[config.mk]
export PLATFORM = sky130hd
export DESIGN_NAME = srt2_serial_div
export DESIGN_NICKNAME = d
export VERILOG_FILES = /design/src/rtl/srt2_pkg.sv /design/src/rtl/srt2_iter_core.sv /design/src/rtl/srt2_serial_div.sv
export SDC_FILE = /design/constraint.sdc
export NUM_CORES = 1
export LEC_CHECK = 0
export CAP_MARGIN = 20
export CORE_MARGIN = 2
export CORE_UTILIZATION = 40
export DETAILED_ROUTE_END_ITERATION = 8
export PLACE_DENSITY_LB_ADDON = 0.12
export SLEW_MARGIN = 20
export SYNTH_ARGS = -nofsm -noshare
export SYNTH_HDL_FRONTEND = slang
export SYNTH_HIERARCHICAL = 1
export SYNTH_SLANG_ARGS = --single-unit
[constraint.sdc]
create_clock -name clk -period 17.15 [get_ports clk]
set_clock_uncertainty 0.1 [all_clocks]
set_input_delay 2.5725 -clock clk [delete_from_list [all_inputs] [get_ports clk]]
set_output_delay 2.5725 -clock clk [all_outputs]
set_load 0.05 [all_outputs]
[src/rtl/srt2_pkg.sv]
`default_nettype none
// ============================================================================
// Module      : srt2_pkg
// Description : Shared definitions for the byte-serial radix-2 divider:
//               FSM state encoding, byte width, operand width limit, a
//               width-legality macro and a two's-complement magnitude helper.
// Revision    : 1.0 - initial release
// ============================================================================

`ifndef SRT2_WIDTH_LEGAL
`define SRT2_WIDTH_LEGAL(w) ((((w) % 8) == 0) && ((w) >= 8) && ((w) <= 64))
`endif

package srt2_pkg;

    localparam int BYTE_W = 8;
    localparam int MAX_W  = 64;

    typedef enum logic [2:0] {
        LOAD_A = 3'd0,
        LOAD_B = 3'd1,
        PREP   = 3'd2,
        ITER   = 3'd3,
        FIX    = 3'd4,
        OUT    = 3'd5
    } srt2_state_t;

    // Magnitude of a w-bit two's-complement value held zero-extended in a
    // MAX_W container. The most negative value maps onto its own unsigned
    // magnitude, which is what the divider core needs.
    function automatic logic [MAX_W-1:0] abs_w(input logic [MAX_W-1:0] v,
                                               input int unsigned     w);
        logic [MAX_W-1:0] mask;
        logic [MAX_W-1:0] res;
        mask = (w >= MAX_W) ? '1 : ((64'd1 << w) - 64'd1);
        res  = v[6'(w - 1)] ? (~v + 64'd1) : v;
        return res & mask;
    endfunction

endpackage

`default_nettype wire

[src/rtl/srt2_iter_core.sv]
`default_nettype none
// ============================================================================
// Module      : srt2_iter_core
// Description : One combinational radix-2 non-restoring division step.
//               The next dividend bit is taken from the MSB of the quotient
//               shift register; the new quotient bit is the sign of the new
//               partial remainder (1 when non-negative).
// Ports       : i_rem     partial remainder, WIDTH+1 bits, two's complement
//               i_q       quotient / dividend shift register
//               i_divisor divisor magnitude
//               o_rem     next partial remainder
//               o_q       next quotient shift register
// Revision    : 1.0 - initial release
// ============================================================================
module srt2_iter_core
    import srt2_pkg::*;
#(
    parameter int WIDTH = 32
) (
    input  logic [WIDTH:0]   i_rem,
    input  logic [WIDTH-1:0] i_q,
    input  logic [WIDTH-1:0] i_divisor,
    output logic [WIDTH:0]   o_rem,
    output logic [WIDTH-1:0] o_q
);

    logic [WIDTH:0] w_shifted;
    logic [WIDTH:0] w_div_ext;

    // The doubled remainder may exceed WIDTH+1 bits transiently, but the
    // post-add/subtract result always lies in [-B, B), so modulo arithmetic
    // in WIDTH+1 bits is exact.
    assign w_shifted = {i_rem[WIDTH-1:0], i_q[WIDTH-1]};
    assign w_div_ext = {1'b0, i_divisor};
    assign o_rem     = i_rem[WIDTH] ? (w_shifted + w_div_ext) : (w_shifted - w_div_ext);
    assign o_q       = {i_q[WIDTH-2:0], ~o_rem[WIDTH]};

endmodule

`default_nettype wire

[src/rtl/srt2_serial_div.sv]
`default_nettype none
// ============================================================================
// Module      : srt2_serial_div
// Description : Byte-serial integer divider. Dividend then divisor are pushed
//               MSB byte first; WIDTH radix-2 non-restoring steps follow;
//               remainder then quotient are streamed out LSB byte first.
//               Supports unsigned and two's-complement signed operation with
//               divide-by-zero and signed-overflow flags.
// Ports       : clk       rising-edge clock
//               rst       asynchronous active-high reset
//               push_in   operand byte strobe
//               data_in   operand byte
//               sign      1 = signed; sampled with the first dividend byte
//               pull_out  one-cycle pulse ahead of the result byte stream
//               data_out  result byte stream
//               busy      operation in progress, inputs ignored
//               dz_flag   divisor was zero
//               ovf_flag  signed MIN / -1
// Revision    : 1.0 - initial release
// ============================================================================
module srt2_serial_div
    import srt2_pkg::*;
#(
    parameter int WIDTH = 32
) (
    input  logic              clk,
    input  logic              rst,
    input  logic              push_in,
    input  logic [BYTE_W-1:0] data_in,
    input  logic              sign,
    output logic              pull_out,
    output logic [BYTE_W-1:0] data_out,
    output logic              busy,
    output logic              dz_flag,
    output logic              ovf_flag
);

    localparam int NB      = WIDTH / BYTE_W;
    localparam int c_cnt_w = $clog2(2 * NB + 1);
    localparam int c_it_w  = $clog2(WIDTH + 1);

    localparam logic [c_cnt_w-1:0] c_last_load = c_cnt_w'(NB - 1);
    localparam logic [c_cnt_w-1:0] c_out_done  = c_cnt_w'(2 * NB);
    localparam logic [c_it_w-1:0]  c_last_iter = c_it_w'(WIDTH - 1);
    localparam logic [WIDTH-1:0]   c_min       = {1'b1, {(WIDTH-1){1'b0}}};

    generate
        if (!`SRT2_WIDTH_LEGAL(WIDTH)) begin : g_width_illegal
            $error("srt2_serial_div: WIDTH must be a multiple of 8 within 8..64");
        end
    endgenerate

    srt2_state_t          r_state;
    logic [c_cnt_w-1:0]   r_byte_cnt;
    logic [c_it_w-1:0]    r_iter_cnt;
    logic [WIDTH-1:0]     r_a;
    logic [WIDTH-1:0]     r_b;
    logic                 r_sign;
    logic [WIDTH-1:0]     r_bmag;
    logic [WIDTH:0]       r_rem;
    logic [WIDTH-1:0]     r_q;
    logic                 r_qneg;
    logic                 r_rneg;
    logic                 r_dz;
    logic                 r_ovf;
    logic [2*WIDTH-1:0]   r_res;

    logic [WIDTH-1:0]     w_a_mag;
    logic [WIDTH-1:0]     w_b_mag;
    logic [WIDTH:0]       w_rem_step;
    logic [WIDTH-1:0]     w_q_step;
    logic [WIDTH-1:0]     w_rem_mag;
    logic [WIDTH-1:0]     w_q_signed;
    logic [WIDTH-1:0]     w_r_signed;
    logic [WIDTH-1:0]     w_q_final;
    logic [WIDTH-1:0]     w_r_final;

    assign w_a_mag = r_sign ? WIDTH'(abs_w(MAX_W'(r_a), WIDTH)) : r_a;
    assign w_b_mag = r_sign ? WIDTH'(abs_w(MAX_W'(r_b), WIDTH)) : r_b;

    srt2_iter_core #(
        .WIDTH     (WIDTH)
    ) u_iter_core (
        .i_rem     (r_rem),
        .i_q       (r_q),
        .i_divisor (r_bmag),
        .o_rem     (w_rem_step),
        .o_q       (w_q_step)
    );

    // Final restoration of a negative remainder; the true remainder lies in
    // [0, B), so WIDTH-bit arithmetic is sufficient.
    assign w_rem_mag  = r_rem[WIDTH] ? (r_rem[WIDTH-1:0] + r_bmag) : r_rem[WIDTH-1:0];
    assign w_q_signed = r_qneg ? -r_q : r_q;
    assign w_r_signed = r_rneg ? -w_rem_mag : w_rem_mag;

    // Special results override the iterated ones; r_a still holds the raw
    // dividend bits since it is not touched after loading.
    always_comb begin
        w_q_final = w_q_signed;
        w_r_final = w_r_signed;
        if (r_dz) begin
            w_q_final = '1;
            w_r_final = r_a;
        end else if (r_ovf) begin
            w_q_final = c_min;
            w_r_final = '0;
        end
    end

    always_ff @(posedge clk or posedge rst) begin
        if (rst) begin
            r_state    <= LOAD_A;
            r_byte_cnt <= '0;
            r_iter_cnt <= '0;
            r_a        <= '0;
            r_b        <= '0;
            r_sign     <= 1'b0;
            r_bmag     <= '0;
            r_rem      <= '0;
            r_q        <= '0;
            r_qneg     <= 1'b0;
            r_rneg     <= 1'b0;
            r_dz       <= 1'b0;
            r_ovf      <= 1'b0;
            r_res      <= '0;
            pull_out   <= 1'b0;
            data_out   <= '0;
            busy       <= 1'b0;
            dz_flag    <= 1'b0;
            ovf_flag   <= 1'b0;
        end else begin
            pull_out <= 1'b0;
            case (r_state)
                LOAD_A: begin
                    if (push_in) begin
                        r_a <= (r_a << BYTE_W) | WIDTH'(data_in);
                        if (r_byte_cnt == '0) begin
                            r_sign   <= sign;
                            dz_flag  <= 1'b0;
                            ovf_flag <= 1'b0;
                        end
                        if (r_byte_cnt == c_last_load) begin
                            r_byte_cnt <= '0;
                            r_state    <= LOAD_B;
                        end else begin
                            r_byte_cnt <= r_byte_cnt + c_cnt_w'(1);
                        end
                    end
                end
                LOAD_B: begin
                    if (push_in) begin
                        r_b <= (r_b << BYTE_W) | WIDTH'(data_in);
                        if (r_byte_cnt == c_last_load) begin
                            r_byte_cnt <= '0;
                            busy       <= 1'b1;
                            r_state    <= PREP;
                        end else begin
                            r_byte_cnt <= r_byte_cnt + c_cnt_w'(1);
                        end
                    end
                end
                PREP: begin
                    r_q        <= w_a_mag;
                    r_bmag     <= w_b_mag;
                    r_rem      <= '0;
                    r_qneg     <= r_sign & (r_a[WIDTH-1] ^ r_b[WIDTH-1]);
                    r_rneg     <= r_sign & r_a[WIDTH-1];
                    r_dz       <= (r_b == '0);
                    r_ovf      <= r_sign & (r_a == c_min) & (r_b == '1);
                    r_iter_cnt <= '0;
                    r_state    <= ITER;
                end
                ITER: begin
                    r_rem <= w_rem_step;
                    r_q   <= w_q_step;
                    if (r_iter_cnt == c_last_iter) begin
                        r_state <= FIX;
                    end else begin
                        r_iter_cnt <= r_iter_cnt + c_it_w'(1);
                    end
                end
                FIX: begin
                    r_res      <= {w_q_final, w_r_final};
                    dz_flag    <= r_dz;
                    ovf_flag   <= r_ovf;
                    pull_out   <= 1'b1;
                    r_byte_cnt <= '0;
                    r_state    <= OUT;
                end
                OUT: begin
                    if (r_byte_cnt == c_out_done) begin
                        data_out   <= '0;
                        busy       <= 1'b0;
                        r_byte_cnt <= '0;
                        r_state    <= LOAD_A;
                    end else begin
                        data_out   <= r_res[BYTE_W-1:0];
                        r_res      <= r_res >> BYTE_W;
                        r_byte_cnt <= r_byte_cnt + c_cnt_w'(1);
                    end
                end
                default: begin
                    r_state <= LOAD_A;
                end
            endcase
        end
    end

endmodule

`default_nettype wire

======== Word level (Yosys, flattened, before mapping) ========
Cells that the tools add are included.
word-level totals
  register bits after elaboration ......... 255
  memories kept ........................... 0
  logic and storage cells ................. 115
  memory bits (read-only) ................. 0
  bits in writable memories ............... 0
  latch bits .............................. 0
  bits of input ports ..................... 12
operators by class
  shift operators ......................... 0
  divide/modulo/power cells ............... 0
  mux-type cells .......................... 39
  $lt $le $gt $ge ......................... 0
  reduce and logical (&&, ||, !) cells .... 18
  equality and inequality tests ........... 20
  add/sub/neg operators ................... 9
  bitwise operators ....................... 10
  $mul .................................... 0
operator list
  operator                                       number
  2-to-1 mux 32 bit                              11
  one-hot mux 64 bit (2 select lines)            1
  one-hot mux 33 bit (2 select lines)            1
  adder 32 x 1 -> 32 bit, second input constant  2
  equality test 32 bit, second input constant    2
  2-to-1 mux 64 bit                              1
  negation 32 bit                                2
  inverter 32 bit                                2
  OR 32 x 8 -> 32 bit                            2
  one-hot mux 32 bit (2 select lines)            1
  adder 33 x 32 -> 33 bit                        1
  2-to-1 mux 33 bit                              1
  subtractor 33 x 32 -> 33 bit                   1
  adder 32 bit                                   1
  zero test 32 bit                               1
  2-to-1 mux 3 bit                               6
  != test 2 bit, second input constant           9
  one-hot mux 3 bit (6 select lines)             1
  2-to-1 mux 4 bit                               3
  one-hot mux 4 bit (3 select lines)             1
  one-hot mux 6 bit (2 select lines)             1
  AND reduction 2 bit                            5
  2-to-1 mux 8 bit                               1
  nonzero test 2 bit                             4
  other kinds (22)                               35

======== Logic depth before layout (Yosys ltp) ========
  depth in word-level cells ............... 7
  mapped depth ............................ 20

======== Cells and area by module ========
The synthesis kept the hierarchy.
by module, submodules not included
  module           area an instance (um^2)  cells an instance  instances
  srt2_serial_div  15904.0                  1861               1
  srt2_iter_core   2760.1                   393                1

======== Worst setup path before layout ========
No wires, ideal clock.
  path type ............................... register -> register
  start ................................... register r_bmag[0]
  end ..................................... register r_res[31]
  data required time ...................... 16.974 ns
  data arrival time ....................... 4.217 ns
  setup slack ............................. 12.757 ns
  cell stages (with the launch flop) ...... 13
  path buffers ............................ 0
  library setup time ...................... 0.076 ns
  cell sequence ........................... dfrtp_1 ha_1 fa_1 a211oi_2 nor3_1 or3_4 or3_4 or4_4 a211o_4 or3_4 o41ai_2 xnor3_1 o21ai_1
between the ends
  longest elaborated chain between the ends .. 7
RTL lines
  item                                     RTL line                RTL
  from (decl)                              srt2_serial_div.sv:59   logic [WIDTH-1:0] r_bmag;
  from (signal assigned)                   srt2_serial_div.sv:165  r_bmag <= w_b_mag;
  adder 32 bit (*)                         srt2_serial_div.sv:93   assign w_rem_mag = r_rem[WIDTH] ? (r_rem[WIDTH-1:0] + r_bmag) : r_rem[WIDTH-1:0];
  2-to-1 mux 32 bit (*)                    srt2_serial_div.sv:93
  negation 32 bit                          srt2_serial_div.sv:95   assign w_r_signed = r_rneg ? -w_rem_mag : w_rem_mag;
  2-to-1 mux 32 bit (*)                    srt2_serial_div.sv:95
  2-to-1 mux 32 bit (*)                    srt2_serial_div.sv:105  end else if (r_ovf) begin
  2-to-1 mux 32 bit (*)                    srt2_serial_div.sv:102  if (r_dz) begin
  one-hot mux 64 bit (2 select lines) (*)  srt2_serial_div.sv:134  case (r_state)
  to (signal assigned)                     srt2_serial_div.sv:184  r_res <= {w_q_final, w_r_final};
  to (signal assigned)                     srt2_serial_div.sv:199  r_res <= r_res >> BYTE_W;
  to (decl)                                srt2_serial_div.sv:66   logic [2*WIDTH-1:0] r_res;
Every way passes the cells marked *; elsewhere a longest branch is shown, timed or not.
A chain may end at the register's enable or synchronous reset.

======== Final worst setup path ========
  start ................................... register r_rem[32]
  end ..................................... register r_res[30]
between the ends
  longest elaborated chain between the ends .. 6
RTL lines
  item                                     RTL line                RTL
  from (decl)                              srt2_serial_div.sv:60   logic [WIDTH:0] r_rem;
  from (signal assigned)                   srt2_serial_div.sv:175  r_rem <= w_rem_step;
  2-to-1 mux 32 bit (*)                    srt2_serial_div.sv:93
  negation 32 bit                          srt2_serial_div.sv:95
  2-to-1 mux 32 bit (*)                    srt2_serial_div.sv:95
  2-to-1 mux 32 bit (*)                    srt2_serial_div.sv:105
  2-to-1 mux 32 bit (*)                    srt2_serial_div.sv:102
  one-hot mux 64 bit (2 select lines) (*)  srt2_serial_div.sv:134
Marked as above.

==> flow_metrics.tcl <==
set metrics [dict create \
    drive_above_1_share_pct 8.83 \
    grtUsageMet3_pct 2.83 \
    avgSynthCellArea_sq_um 8.28 \
    hold_path.class "flip-flop to flip-flop" \
    finalCritPeriodShare_pct 30.6 \
    max_freq_mhz 191 \
    dpl.hpwl_mm 43.4 \
    ys_seq_area_share_pct 34.2 \
    r2r_start "r_rem[32]" \
    dp_cells 2742 \
    slew_headroom_pct 30.8 \
    clkLatencyLatePin_ns 0.56 \
    power_frac_comb_pct 44.0 \
    post_cts.repair.setup_buffers 0 \
    layout_commonest_cell "nand2_1" \
    drt_iter0_markers 1299 \
    die_w_um 220 \
    syn_nets 2341 \
    crit_type "flip-flop to flip-flop" \
    ys_top_cells_by_area "dfrtp_1, nand2_1, o21ai_0, xor2_1, ha_1" \
    cts_tree "done" \
    initial_core_util_pct 40.3 \
    min_period_ns 5.25 \
    outcome "complete, no violations" \
    ctsHoldBuffers 0 \
    io_pins 24 \
    use_met1_pct 33.8 \
    clk_pin_slew_ns 0.06 \
    grt_overflow 0 \
    ys_warn_count 6 \
    wirelength_mm 59.6 \
    die_h_um 220 \
    htree_num_levels 2 \
    via_count 16300 \
    dieArea_sq_mm 0.0484 \
    fill_cells 4660 \
    rr_worst_depth 14 \
    cts_made_buffers 34 \
    reg2reg_slack_ns 11.90 \
    synth_top_area_share_pct 34.2 \
    synth_cell_type_count 97 \
    ant_nets 0 \
    area_delta_synth_final_pct 8.82 \
    synth_top_cell_by_area "dfrtp_1" \
    synth_cells 2254 \
    grt_max_degree 120 \
    setup.worst_path.start_class "flip-flop" \
    finalHoldViolCount 0 \
    rsz0062_at_grt "false" \
    ir_drop_mv 0.106 \
    grt_usage_pct 24.8 \
    maxCapViolCount 0 \
    core_sq_mm 0.0463 \
    cts_root_buffer "clkbuf_16" \
    synth_flop_cell "dfrtp_1" \
    final_cell_mix "nand2_1, dfrtp_1, o21ai_0" \
    r2r_end "r_res[30]" \
    setup.worst_path.start "r_rem[32]" \
    netlist_area_sq_mm 0.0187 \
    crit_path_end_kind "flip-flop" \
    port_buffers 23 \
    power_frac_seq_pct 30.8 \
    fin_cells 2804 \
    final_max_slew_viol_count 0 \
    viasPerCell 5.83 \
    required_ns 17.45 \
    endpoint "r_res[30]" \
    max_slew.worst_pin.slew_ns 1.04 \
    grt_pass1_wl_mm 93.3 \
    crit_path_max_fanout 58 \
    gp_congestion 0.897 \
    crit_arrival_ns 5.54 \
    synth-edff-count 0 \
    wl_per_cell_um 21.3 \
    switching_share_pct 43.5 \
    timing.setup.tns_ns 0 \
    worstHoldStart "r_res[50]" \
    met2_usage_pct 40.5 \
    power.leakage_nw 8.97 \
    ctsLongestPathBuffers 3 \
    final_nets 2258 \
    rows 79 \
    power.density_mw_per_mm2 147 \
    grt_antenna_before_repair 0 \
    drc_errors 0 \
    n_antenna_cell 0 \
    p_int_mw 1.69 \
    grt_busiest_layer "met2" \
    ys_ff_latch 255 \
    cts.sinks 255 \
    setup_viol 0 \
    cts_resized 0 \
    dr.pass1.iters 7 \
    grt_pass1_vias 15400 \
    pwr-share-clk_pct 25.2 \
    synthArstFlopShare_pct 100 \
    p_switching_mw 1.30 \
]
kinds of logic after synthesis:
family                     after synthesis  synth area share [%]
adders and majority gates               75                  5.11
DFF                                    255                  34.2
buffers and inverters                  207                  4.93
muxes                                   78                  4.61
AOI/OAI and AO/OA                      655                  22.3
and+or+nand+nor                        797                  20.0
xor gates and xnor gates               187                  8.89
layer usage:
metal	wire length, um	vias up	part of all wire [%]
met3	2060	74	3.5
met4	2120	0	3.6
met2	27900	349	47
li1	-	7968	-
met1	27600	7949	46
met5	0	-	0
worst max-delay path, stage by stage (launching register included):
cell and delay (ns):
dfrtp_2 0.69, buf_4 0.61, mux2i_1 0.42, ha_1 0.23, inv_1 0.05, a211oi_1 0.17, or3b_2 0.49, nand4bb_1 0.28
a2111oi_2 0.41, nand4_1 0.27, nand4bb_1 0.37, o41ai_1 0.49, xnor2_1 0.11, a221oi_1 0.28, nor3_1 0.08
power groups by stage:
stage          combinational (mW)  sequential, mW  clock [mW]
5_1_grt                      1.47           0.939       0.796
4_1_cts                      1.31           0.922       0.772
6_report                     1.32           0.923       0.753
3_3_place_gp                 1.29           0.930           0
2_1_floorplan                1.07           0.820           0
3_5_place_dp                 1.30           0.932           0
layout make-up:
class,instances,area (sq um),area share [%]
multi-input cells,1792,11400,56.2
flip-flops and latches,255,6390,31.4
clock buffers,42,942,4.64
well taps,607,759,3.74
repair buffers,45,399,1.97
clock inverters,20,238,1.17
inverters,43,169,0.832
sequential cells by signal (all words and copies together) (netlist names), 3 cells and up:
register    flops
r_q            32
r_bmag         32
r_res          64
r_byte_cnt      4
r_state         3
r_b            32
r_a            32
r_iter_cnt      6
data_out        8
r_rem          33
cells in the mapped netlist, types with 12 or more instances:
cell      count
nand2_1     341
dfrtp_1     255
o21ai_0     216
a21oi_1     177
nor2_1      144
xor2_1      115
clkbuf_1    108
nand3_1      79
ha_1         73
xnor2_1      70
mux2_2       63
nor3_1       59
o211ai_1     57
inv_1        42
o31ai_1      36
buf_4        34
nand4_1      29
or3_1        24
nand2b_1     22
nor4_1       18
a221oi_1     16
buf_1        15
mux2i_1      15
a211oi_1     13
a21o_1       12
worst min-delay path by stage:
stage	endpoint	slack (ns)	depth (start not counted)
floorplan	r_res[40]	0.33	2
global placement	r_res[50]	0.36	2
detailed placement	r_res[50]	0.36	2
CTS	r_res[50]	0.37	2
global route	r_res[44]	0.39	2
finish	r_res[50]	0.37	2
stage by stage:
step           area [sq um]  utilization, %  hold WS [ns]  worst slack, ns  power [mW]
5_1_grt               20300            43.9         0.388            11.51        3.20
3_5_place_dp          19100            41.3         0.356            11.97        2.24
6_report              20300            43.9         0.366            11.90        2.99
3_3_place_gp          19100            41.3         0.356            12.06        2.22
4_1_cts               20300            43.9         0.370            11.92        3.01
2_1_floorplan         18700               -         0.333             7.46        1.89
No activity file was read; power rests on OpenSTA's default activity.
